## src/rtl/imm_gen_pkg.sv

```systemverilog
`default_nettype none
// ============================================================================
//  Module      : imm_gen_pkg
//  Description : Shared types and constants for the RV32 immediate generator.
//  Revision    : 1.0 - initial release
// ============================================================================
package imm_gen_pkg;

    localparam int XLEN = 32;

    typedef enum logic [2:0] {
        IMM_I = 3'b000,
        IMM_S = 3'b001,
        IMM_B = 3'b010,
        IMM_U = 3'b011,
        IMM_J = 3'b100,
        IMM_Z = 3'b101
    } imm_src_e;

endpackage
`default_nettype wire

```

## src/rtl/imm_gen_decode.sv

```systemverilog
`default_nettype none
// ============================================================================
//  Module      : imm_gen_decode
//  Description : Combinational RV32 immediate extraction and extension.
//                IMM_GEN_ZIMM_EN enables the CSR zimm format on code 101.
//  Revision    : 1.0 - initial release
// ============================================================================
module imm_gen_decode
    import imm_gen_pkg::*;
(
    input  logic [31:7]     inst,
    input  logic [2:0]      imm_src,
    output logic [XLEN-1:0] imm_comb,
    output logic            illegal_comb
);

    always_comb begin
        imm_comb     = '0;
        illegal_comb = 1'b0;
        case (imm_src_e'(imm_src))
            IMM_I: imm_comb = {{20{inst[31]}}, inst[31:20]};
            IMM_S: imm_comb = {{20{inst[31]}}, inst[31:25], inst[11:7]};
            IMM_B: imm_comb = {{19{inst[31]}}, inst[31], inst[7], inst[30:25], inst[11:8], 1'b0};
            IMM_U: imm_comb = {inst[31:12], 12'b0};
            IMM_J: imm_comb = {{11{inst[31]}}, inst[31], inst[19:12], inst[20], inst[30:21], 1'b0};
`ifdef IMM_GEN_ZIMM_EN
            IMM_Z: imm_comb = {27'b0, inst[19:15]};
`endif
            // Reserved codes yield a defined zero immediate plus the flag.
            default: illegal_comb = 1'b1;
        endcase
    end

endmodule
`default_nettype wire

```

## src/rtl/imm_gen.sv

```systemverilog
`default_nettype none
// ============================================================================
//  Module      : imm_gen
//  Description : Registered RV32 immediate generator (1-cycle latency) with
//                valid and illegal-format flags. Honours IMM_GEN_ZIMM_EN.
//  Revision    : 1.0 - initial release
// ============================================================================
module imm_gen #(
    parameter int XLEN = 32
) (
    input  logic            clk,
    input  logic            rst_n,
    input  logic [31:7]     inst,
    input  logic [2:0]      imm_src,
    input  logic            in_valid,
    output logic [XLEN-1:0] imm_ext,
    output logic            out_valid,
    output logic            illegal_src
);

    logic [XLEN-1:0] w_immComb;
    logic            w_illegalComb;
    logic [XLEN-1:0] r_immExt;
    logic            r_outValid;
    logic            r_illegal;

    imm_gen_decode u_decode (
        .inst         (inst),
        .imm_src      (imm_src),
        .imm_comb     (w_immComb),
        .illegal_comb (w_illegalComb)
    );

    // Result and flag only update on accepted inputs; valid tracks every cycle.
    always_ff @(posedge clk) begin
        if (!rst_n) begin
            r_immExt   <= '0;
            r_outValid <= 1'b0;
            r_illegal  <= 1'b0;
        end else begin
            r_outValid <= in_valid;
            if (in_valid) begin
                r_immExt  <= w_immComb;
                r_illegal <= w_illegalComb;
            end
        end
    end

    assign imm_ext     = r_immExt;
    assign out_valid   = r_outValid;
    assign illegal_src = r_illegal;

endmodule
`default_nettype wire

```

## config.mk

```make
export PLATFORM = sky130hd
export DESIGN_NAME = imm_gen
export DESIGN_NICKNAME = d
export VERILOG_FILES = /design/src/rtl/imm_gen_pkg.sv /design/src/rtl/imm_gen_decode.sv /design/src/rtl/imm_gen.sv
export SDC_FILE = /design/constraint.sdc
export NUM_CORES = 1
export LEC_CHECK = 0
export BUFFER_PORTS_ARGS = -buffer_cell sky130_fd_sc_hd__buf_4
export CAP_MARGIN = 30
export CORE_MARGIN = 5
export CORE_UTILIZATION = 43
export DETAILED_ROUTE_END_ITERATION = 10
export PLACE_DENSITY = 0.8
export SLEW_MARGIN = 40
export SYNTH_ARGS = -nofsm -noshare
export SYNTH_HDL_FRONTEND = slang
export SYNTH_SLANG_ARGS = --single-unit
```

## constraint.sdc

```tcl
create_clock -name clk -period 1.9 [get_ports clk]
set_input_delay 0.19 -clock clk [delete_from_list [all_inputs] [get_ports clk]]
set_output_delay 0.19 -clock clk [all_outputs]
set_load 0.01 [all_outputs]
```

# [Yosys cells after proc, flatten, opt, wreduce, memory -nomap -nowiden]
# Cells that the tools add are included.
[totals] ff_bits=34 input_bits=31
[classes] eq_ne=4 muxes=2 reduce_logical=2
[op_table] cell="32-bit one-hot mux with 5 select lines" n=1
[op_table] cell="3-bit by 2-bit equality test with 1-bit output (second input constant)" n=2
[op_table] cell="5-bit OR reduction" n=1
[op_table] cell="3-bit by 1-bit equality test with 1-bit output (second input constant)" n=1
[op_table] cell="3-bit equality test (second input constant)" n=1
[op_table] cell="3-bit zero test" n=1
[op_table] cell="1-bit 2-to-1 mux" n=1

# [Logic depth before layout (Yosys ltp)]
# Gate-level depths: netlist of run 1.
[logic_depth] word_depth=3 mapped_depth=5 mapped_depth_nobuf=3

# [By module]
# A second synthesis of run 1 with hierarchy kept.
[unflattened] hier_cells=202 area_unflattened_um2=1851.8
[modules_own_cells] module="imm_gen" n_inst=1 cells_each=108 area_each_um2=1306.3 seq_area_each_um2=680.7
[modules_own_cells] module="imm_gen_decode" n_inst=1 cells_each=94 area_each_um2=545.5 seq_area_each_um2=0.0

# [Least setup slack after synthesis of run 1]
# Ideal clock, no wire load.
[synth_timing] kind="input port to flip-flop" start="in in_valid" end="reg r_immExt[20], in the netlist imm_ext[20]" setup_ns=0.122 arrival_time_ns=1.052 required_ns=1.778 path_slack_ns=0.726 stages=5 path_buffers=2 path_cell_list="buf_2 and2_1 and2_1 buf_2 a221o_1"
[synth_rtl] element="from (decl)" line="imm_gen.sv:15" source="input logic in_valid,"
[synth_rtl] element="to (signal assigned)" line="imm_gen.sv:43" source="r_immExt <= w_immComb;"
[synth_rtl] element="to (decl)" line="imm_gen.sv:23" source="logic [XLEN-1:0] r_immExt;"

==> results of run 1 <==
[kinds of logic after synthesis]
logic type / synth area share [%]
multiplexers: 5.317
AO/OA/AOI/OAI: 28.45
flip-flops: 50.75
buffers and inverters: 4.384
AND/OR/NAND/NOR: 10.45
XOR/XNOR: 0.6531
[synth_stat cells, types with 2 or more instances]
library cell and instances:
mux2i_1 6, buf_2 5, and2_1 2, a221o_1 11
o22ai_1 8, nand3_1 2, nor2_1 9, inv_1 2
nand3b_1 4, o21ai_0 14, o211ai_1 8, nand2_1 6
dfxtp_1 34, a31oi_1 5, clkbuf_1 4, a21oi_1 7
[flip-flops by register name, indices dropped and copies added (netlist names)]
signal / count
out_valid: 1
imm_ext: 32
illegal_src: 1
[worst paths after layout]
kind                       to  cells past startpoint
setup / recovery  imm_ext[15]                      4
hold / removal    imm_ext[27]                      2
setup reg to reg  imm_ext[15]                      2
hold reg to reg   imm_ext[31]                      2
[critical path, stage by stage]
cell     delay, ns
buf_4         0.31
inv_1         0.18
a21oi_1       0.51
o22ai_1       0.18
[power by group through the flow]
| stage | sequential, mW | clock (mW) | combinational, mW |
|---|---|---|---|
| final | 0.785 | 0.414 | 0.268 |
| after floorplan | 0.818 | 0 | 0.104 |
| after detailed placement | 0.801 | 0 | 0.269 |
| after global placement | 0.799 | 0 | 0.262 |
| after CTS | 0.785 | 0.424 | 0.270 |
| after global routing | 0.792 | 0.462 | 0.293 |
[metal layers]
layer / part of all wire [%] / up-vias / GRT usage [%]
li1: - / 641 / -
met3: 11 / 5 / 8.163
met4: 1.2 / 0 / 4.404
met2: 44 / 60 / 28.41
met1: 43 / 581 / 21.47
met5: 0 / - / 0
[stage by stage]
stage	worst slack, ns	utilization [%]	area (um^2)	hold WS [ns]	power (mW)
after floorplan	0.7263	-	1341	0.3279	0.9215
after global placement	0.4813	60.54	1833	0.4233	1.061
after detailed placement	0.3791	60.54	1833	0.4289	1.070
after CTS	0.7411	62.52	1893	0.07743	1.479
after global routing	0.5510	62.52	1893	0.07220	1.547
final	0.7035	62.52	1893	0.08807	1.467
[final cells by class]
class | count | area [um^2] | share of cell area [%]
flip-flops and latches | 34 | 680.7 | 35.95
multi-input cells | 91 | 601.8 | 31.79
repair buffers | 65 | 488.0 | 25.78
clock buffers | 7 | 55.05 | 2.908
well taps | 44 | 55.05 | 2.908
inverters | 2 | 7.507 | 0.3966
clock inverters | 1 | 5.005 | 0.2644
==> metrics.md, run 1 <==
| Metric | Value |
|---|---|
| CP arrival | `1.39 ns` |
| Post-DRT Antenna Nets | `0` |
| Sw Ratio | `about a quarter` |
| Reg2Reg Launch Point | `imm_ext[15]` |
| Post-synthesis cell type count | `26` |
| CP required | `2.09 ns` |
| Part of the power in registers | `between 50% and 60%` |
| Hold Crit Class | `in -> reg` |
| First-pass GRT wire length | `roughly 6 mm` |
| Mapped cell area | `1341 um^2` |
| Largest net degree at the start of global routing | `38` |
| Std-Cell Rows | `20` |
| Syn. warnings | `0` |
| Final Cycle Share | `62.97%` |
| Syn Area/Cell | `9.790 um^2` |
| I/O Pins | `65` |
| Fin crit period | `between 1 and 1.5 ns` |
| Final hold violation count | `0` |
| Pint | `1.078 mW` |
| Number of synthesized flops with an enable pin | `0` |
| First drt pass iteration count | `4` |
| Dpl hpwl | `2.786 mm` |
| CTS Hold Buffers Added | `0` |
| Instance count of the mapped netlist | `approximately 140` |
| Clock Tree Buf Depth | `2` |
| Commonest non-fill, non-tap cell in the layout | `buf_4` |
| Normalized max-slew margin | `49.02%` |
| Clock Pin Slew Worst Setup and Hold Paths | `0.10 ns` |
| Fraction of layout cells with a size suffix above 1 | `37.00%` |
| Starting Density | `between 40 and 50%` |
| CP Launch Point | `in_valid` |
| Clock sinks | `34` |
| Clock Skews | `0 ns` |
| Crit. End Element | `register` |
| Max FO, Critical Path | `37` |
| Drt drc | `0` |
| Endpoints failing setup | `0` |
| CTS H-tree depth | `2` |
| Leak | `about 0.85 nW` |
| # Max-Cap Violations | `0` |
| Setup TNS | `0 ns` |
| Clock Latency Late Sink | `0.33 ns` |
| CTS tree | `yes` |
| Drt total wl | `3.677 mm` |
| CP Launch Type | `input port` |
| Ys async rst share | `0%` |
| CORE AREA | `3028 um^2` |
| Die H | `65.85 um` |
| Commonest non-fill, non-tap cells in the layout | `buf_4 (65), dfxtp_1 (34), o21ai_0 (14)` |
| All-Layer GR Usage | `17.75%` |
| Combinational power share | `a little under a fifth` |
| Port bufs | `64` |
| HP Start | `inst[27]` |
| Leading area contributor after synthesis | `dfxtp_1` |
| Total number of vias | `1287` |
| Crit Path Class | `in -> reg` |
| Status | `completed` |
| Synth Register Bits | `34` |
| Die Footprint | `about 4300 um^2` |
| Synth top area share | `approximately half` |
| RSZ-0062 raised after global routing | `false` |
| Drt wl/cell | `between 15 and 20 um` |
| Seq/Total Area, Yosys | `about half` |
| Antenna cell count | `0` |
| Main area contributors after synthesis | `dfxtp_1 (51%), a221o_1 (8.2%), o21ai_0 (5.2%)` |
| CTS resizes | `0` |
| Mapped Nets | `168` |
| Fmax | `between 800 and 900 MHz` |
| Initial antenna violation count | `0` |
| Filler instances | `270` |
| Die Width | `65.85 um` |
| Clock network fraction of design power | `about 28%` |
| Area grow syn2layout | `41.14%` |
| Ys flop type | `dfxtp_1` |
| Placer Congestion | `0.8208` |
| Max-slew violation total from the final report | `0` |
| Post-CTS Setup Bufs | `0` |
| Worst-margin pin slew | `0.7618 ns` |
| Switch Pwr | `roughly 0.39 mW` |
| Placed insts | `236` |
| Total grt overflow | `0` |
| Worst IR Drop VDD | `0.4612 mV` |
| P per Cell Area | `775.0 nW/um^2` |
| Count of nets after finishing | `230` |
| DRT iter0 DRCs | `83` |
| Inserted Clock Buffers | `5` |
| R2R Setup Slk | `1.11 ns` |
| DR vias/cell | `5.275` |
| Root Buffer | `clkbuf_4` |
| Non-Filler Instances | `244` |
| Vias in the first global route | `1295` |
No activity file was read; power rests on OpenSTA's default activity.
==> inputs of run 2 (changes only) <==
==> constraint.sdc (replaced) <==
create_clock -name clk -period 1.2 [get_ports clk]
set_input_delay 0.12 -clock clk [delete_from_list [all_inputs] [get_ports clk]]
set_output_delay 0.12 -clock clk [all_outputs]
set_load 0.01 [all_outputs]
==> run 2 against run 1 <==
Compared with the run above:
- worst setup slack got worse by 0.46 ns
- die area did not move
- sequential power rose by 58%
- core utilization rose by 2.1 points
- non-clock buffer count rose by 9
- largest power group unchanged
- highest routed layer unchanged
==> metrics.md, run 2 (synthesis results as in run 1) <==
| Metric | Value |
|---|---|
| # Max-Cap Violations | `0 (unchanged)` |
| First-pass GRT wire length | `5.747 mm (was 5.982 mm)` |
| Std-Cell Rows | `20 (unchanged)` |
| Clock Latency Late Sink | `0.33 ns (about the same)` |
| Area after DPL | `1878 um^2 (was 1833 um^2)` |
| Cells along the critical path | `buf_4 (was buf_4 -> inv_1 -> a21oi_1 -> o22ai_1)` |
| Endpoints failing setup | `0 (unchanged)` |
| I/O Pins | `65 (unchanged)` |
| Worst path max stage delay | `0.37 ns (was 0.51 ns)` |
| Die Width | `65.85 um (unchanged)` |
| Count of nets after finishing | `239 (was 230)` |
| DRT iter0 DRCs | `82 (was 83)` |
| Worst path slowest cell | `dfxtp_1 (was a21oi_1)` |
| CTS H-tree depth | `2 (unchanged)` |
| Starting Density | `44.30% (unchanged)` |
| FF-to-FF End | `imm_ext[18] (was imm_ext[15])` |
| Clock Pin Slew Worst Setup and Hold Paths | `0.10 ns (about the same)` |
| All-Layer GR Usage | `17.32% (was 17.75%)` |
| P per Cell Area | `1164 nW/um^2 (was 775.0 nW/um^2)` |
| Largest net degree at the start of global routing | `26 (was 38)` |
| RSZ-0062 raised after global routing | `false (unchanged)` |
| Vias in the first global route | `1247 (was 1295)` |
| Buf/Inv on CP | `1 (was 2)` |
| Crit path max-delay family | `flip-flops (was compound AO/OA/AOI/OAI gates)` |
| Inserted Clock Buffers | `5 (unchanged)` |
| Area grow syn2layout | `45.80% (was 41.14%)` |
| Die H | `65.85 um (unchanged)` |
| Drt drc | `0 (unchanged)` |
| Crit. End Element | `output pin (was register)` |
| Hold Crit Class | `in -> reg (unchanged)` |
| Normalized max-slew margin | `51.90% (was 49.02%)` |
| Final hold violation count | `0 (unchanged)` |
| Crit Path Class | `reg -> out (was in -> reg)` |
| Initial antenna violation count | `0 (unchanged)` |
| Drt wl/cell | `14.76 um (was 15.07 um)` |
| R2R Setup Slk | `0.44 ns (was 1.11 ns)` |
| DR vias/cell | `5.373 (was 5.275)` |
| Commonest non-fill, non-tap cells in the layout | `buf_4 (71), dfxtp_1 (34), o21ai_0 (14) (was buf_4 (65), dfxtp_1 (34), o21ai_0 (14))` |
| Clock Skews | `0 ns (unchanged)` |
| Setup TNS | `0 ns (unchanged)` |
| Max FO, Critical Path | `3 (was 37)` |
| Fraction of layout cells with a size suffix above 1 | `38.46% (was 37.00%)` |
| CP arrival | `0.84 ns (was 1.39 ns)` |
| Post-DRT Antenna Nets | `0 (unchanged)` |
| Status | `completed (unchanged)` |
| Finished Cell Area | `1956 um^2 (was 1893 um^2)` |
| CP required | `1.08 ns (was 2.09 ns)` |
| Total grt overflow | `0 (unchanged)` |
| Root Buffer | `clkbuf_4 (unchanged)` |
| Die Footprint | `4336 um^2 (unchanged)` |
| CP Launch Point | `imm_ext[18] (was in_valid)` |
| Worst hold slack | `0.01528 ns (was 0.08807 ns)` |
| Worst IR Drop VDD | `0.7083 mV (was 0.4612 mV)` |
| Cell depth of the worst flop-to-flop path | `2 (unchanged)` |
| First drt pass iteration count | `4 (unchanged)` |
| CP Launch Type | `register (was input port)` |
| Drt total wl | `3.719 mm (was 3.677 mm)` |
| CTS tree | `yes (unchanged)` |
| Reg2Reg Launch Point | `imm_ext[18] (was imm_ext[15])` |
| Max-slew violation total from the final report | `0 (unchanged)` |
| HP Start | `inst[27] (unchanged)` |
| Commonest non-fill, non-tap cell in the layout | `buf_4 (unchanged)` |
| Leak | `0.8834 nW (was 0.8465 nW)` |
| Setup crit end | `imm_ext[18] (was imm_ext[15])` |
| CORE AREA | `3028 um^2 (unchanged)` |
| Placer Congestion | `0.8428 (was 0.8208)` |
| Final Cycle Share | `roughly 80%` |
| Clock Tree Buf Depth | `2 (unchanged)` |
| Max reg flops | `32 (unchanged)` |
| Port bufs | `64 (unchanged)` |
| Antenna cell count | `0 (unchanged)` |
| Dpl hpwl | `2.856 mm (was 2.786 mm)` |
| Cell count along the critical path | `1 (was 4)` |
| Clock sinks | `34 (unchanged)` |
| Fmax | `1042 MHz` |
| Fin crit period | `around 0.96 ns` |
| Worst-margin pin slew | `0.7189 ns (was 0.7618 ns)` |
| Total number of vias | `1354 (was 1287)` |
run 2: layout make-up:
class,instances,area [um^2]
fillers,266,1072
flip-flops and latches,34,680.7
multi-input cells,91,601.8
repair buffers,74,563.0
well taps,44,55.05
clock buffers,5,37.54
clock inverters,2,10.01
inverters,2,7.507
run 2: through the flow:
stage                     setup WS (ns)  instances  power, mW  util (%)
after CTS                        0.2191        249      2.288     63.60
final                            0.2405        252      2.276     64.59
after detailed placement        0.01005        242      1.711     62.02
after floorplan                 0.09629        137      1.459         -
after global placement          0.04740        242      1.695     62.02
after global routing             0.1897        252      2.395     64.59
run 2: worst min path at each step:
| stage | endpoint | depth (start not counted) |
|---|---|---|
| after floorplan | imm_ext[20] | 1 |
| after global placement | imm_ext[26] | 2 |
| after detailed placement | imm_ext[30] | 2 |
| after CTS | imm_ext[30] | 2 |
| after global routing | imm_ext[29] | 2 |
| final | imm_ext[27] | 2 |
run 2: power by group:
part           switching [mW]  total [mW]  leakage, nW  internal [mW]
Combinational           0.207       0.449        0.573          0.243
Sequential             0.0424        1.24        0.280           1.20
Clock                   0.374       0.584       0.0308          0.210
run 2: metal layers:
layer  GRT usage [%]  wire length [um]
met2           28.41              1751
met3           8.673               391
met4           4.663                28
met5               0                 0
met1           19.79              1547
run 2: repair_timing:
action | 4_1_cts | 5_1_grt
hold buffers | 0 | 3
buffers inserted | 0 | 0
hold endpoints to repair | 0 | 3
gates resized for setup | 0 | 0
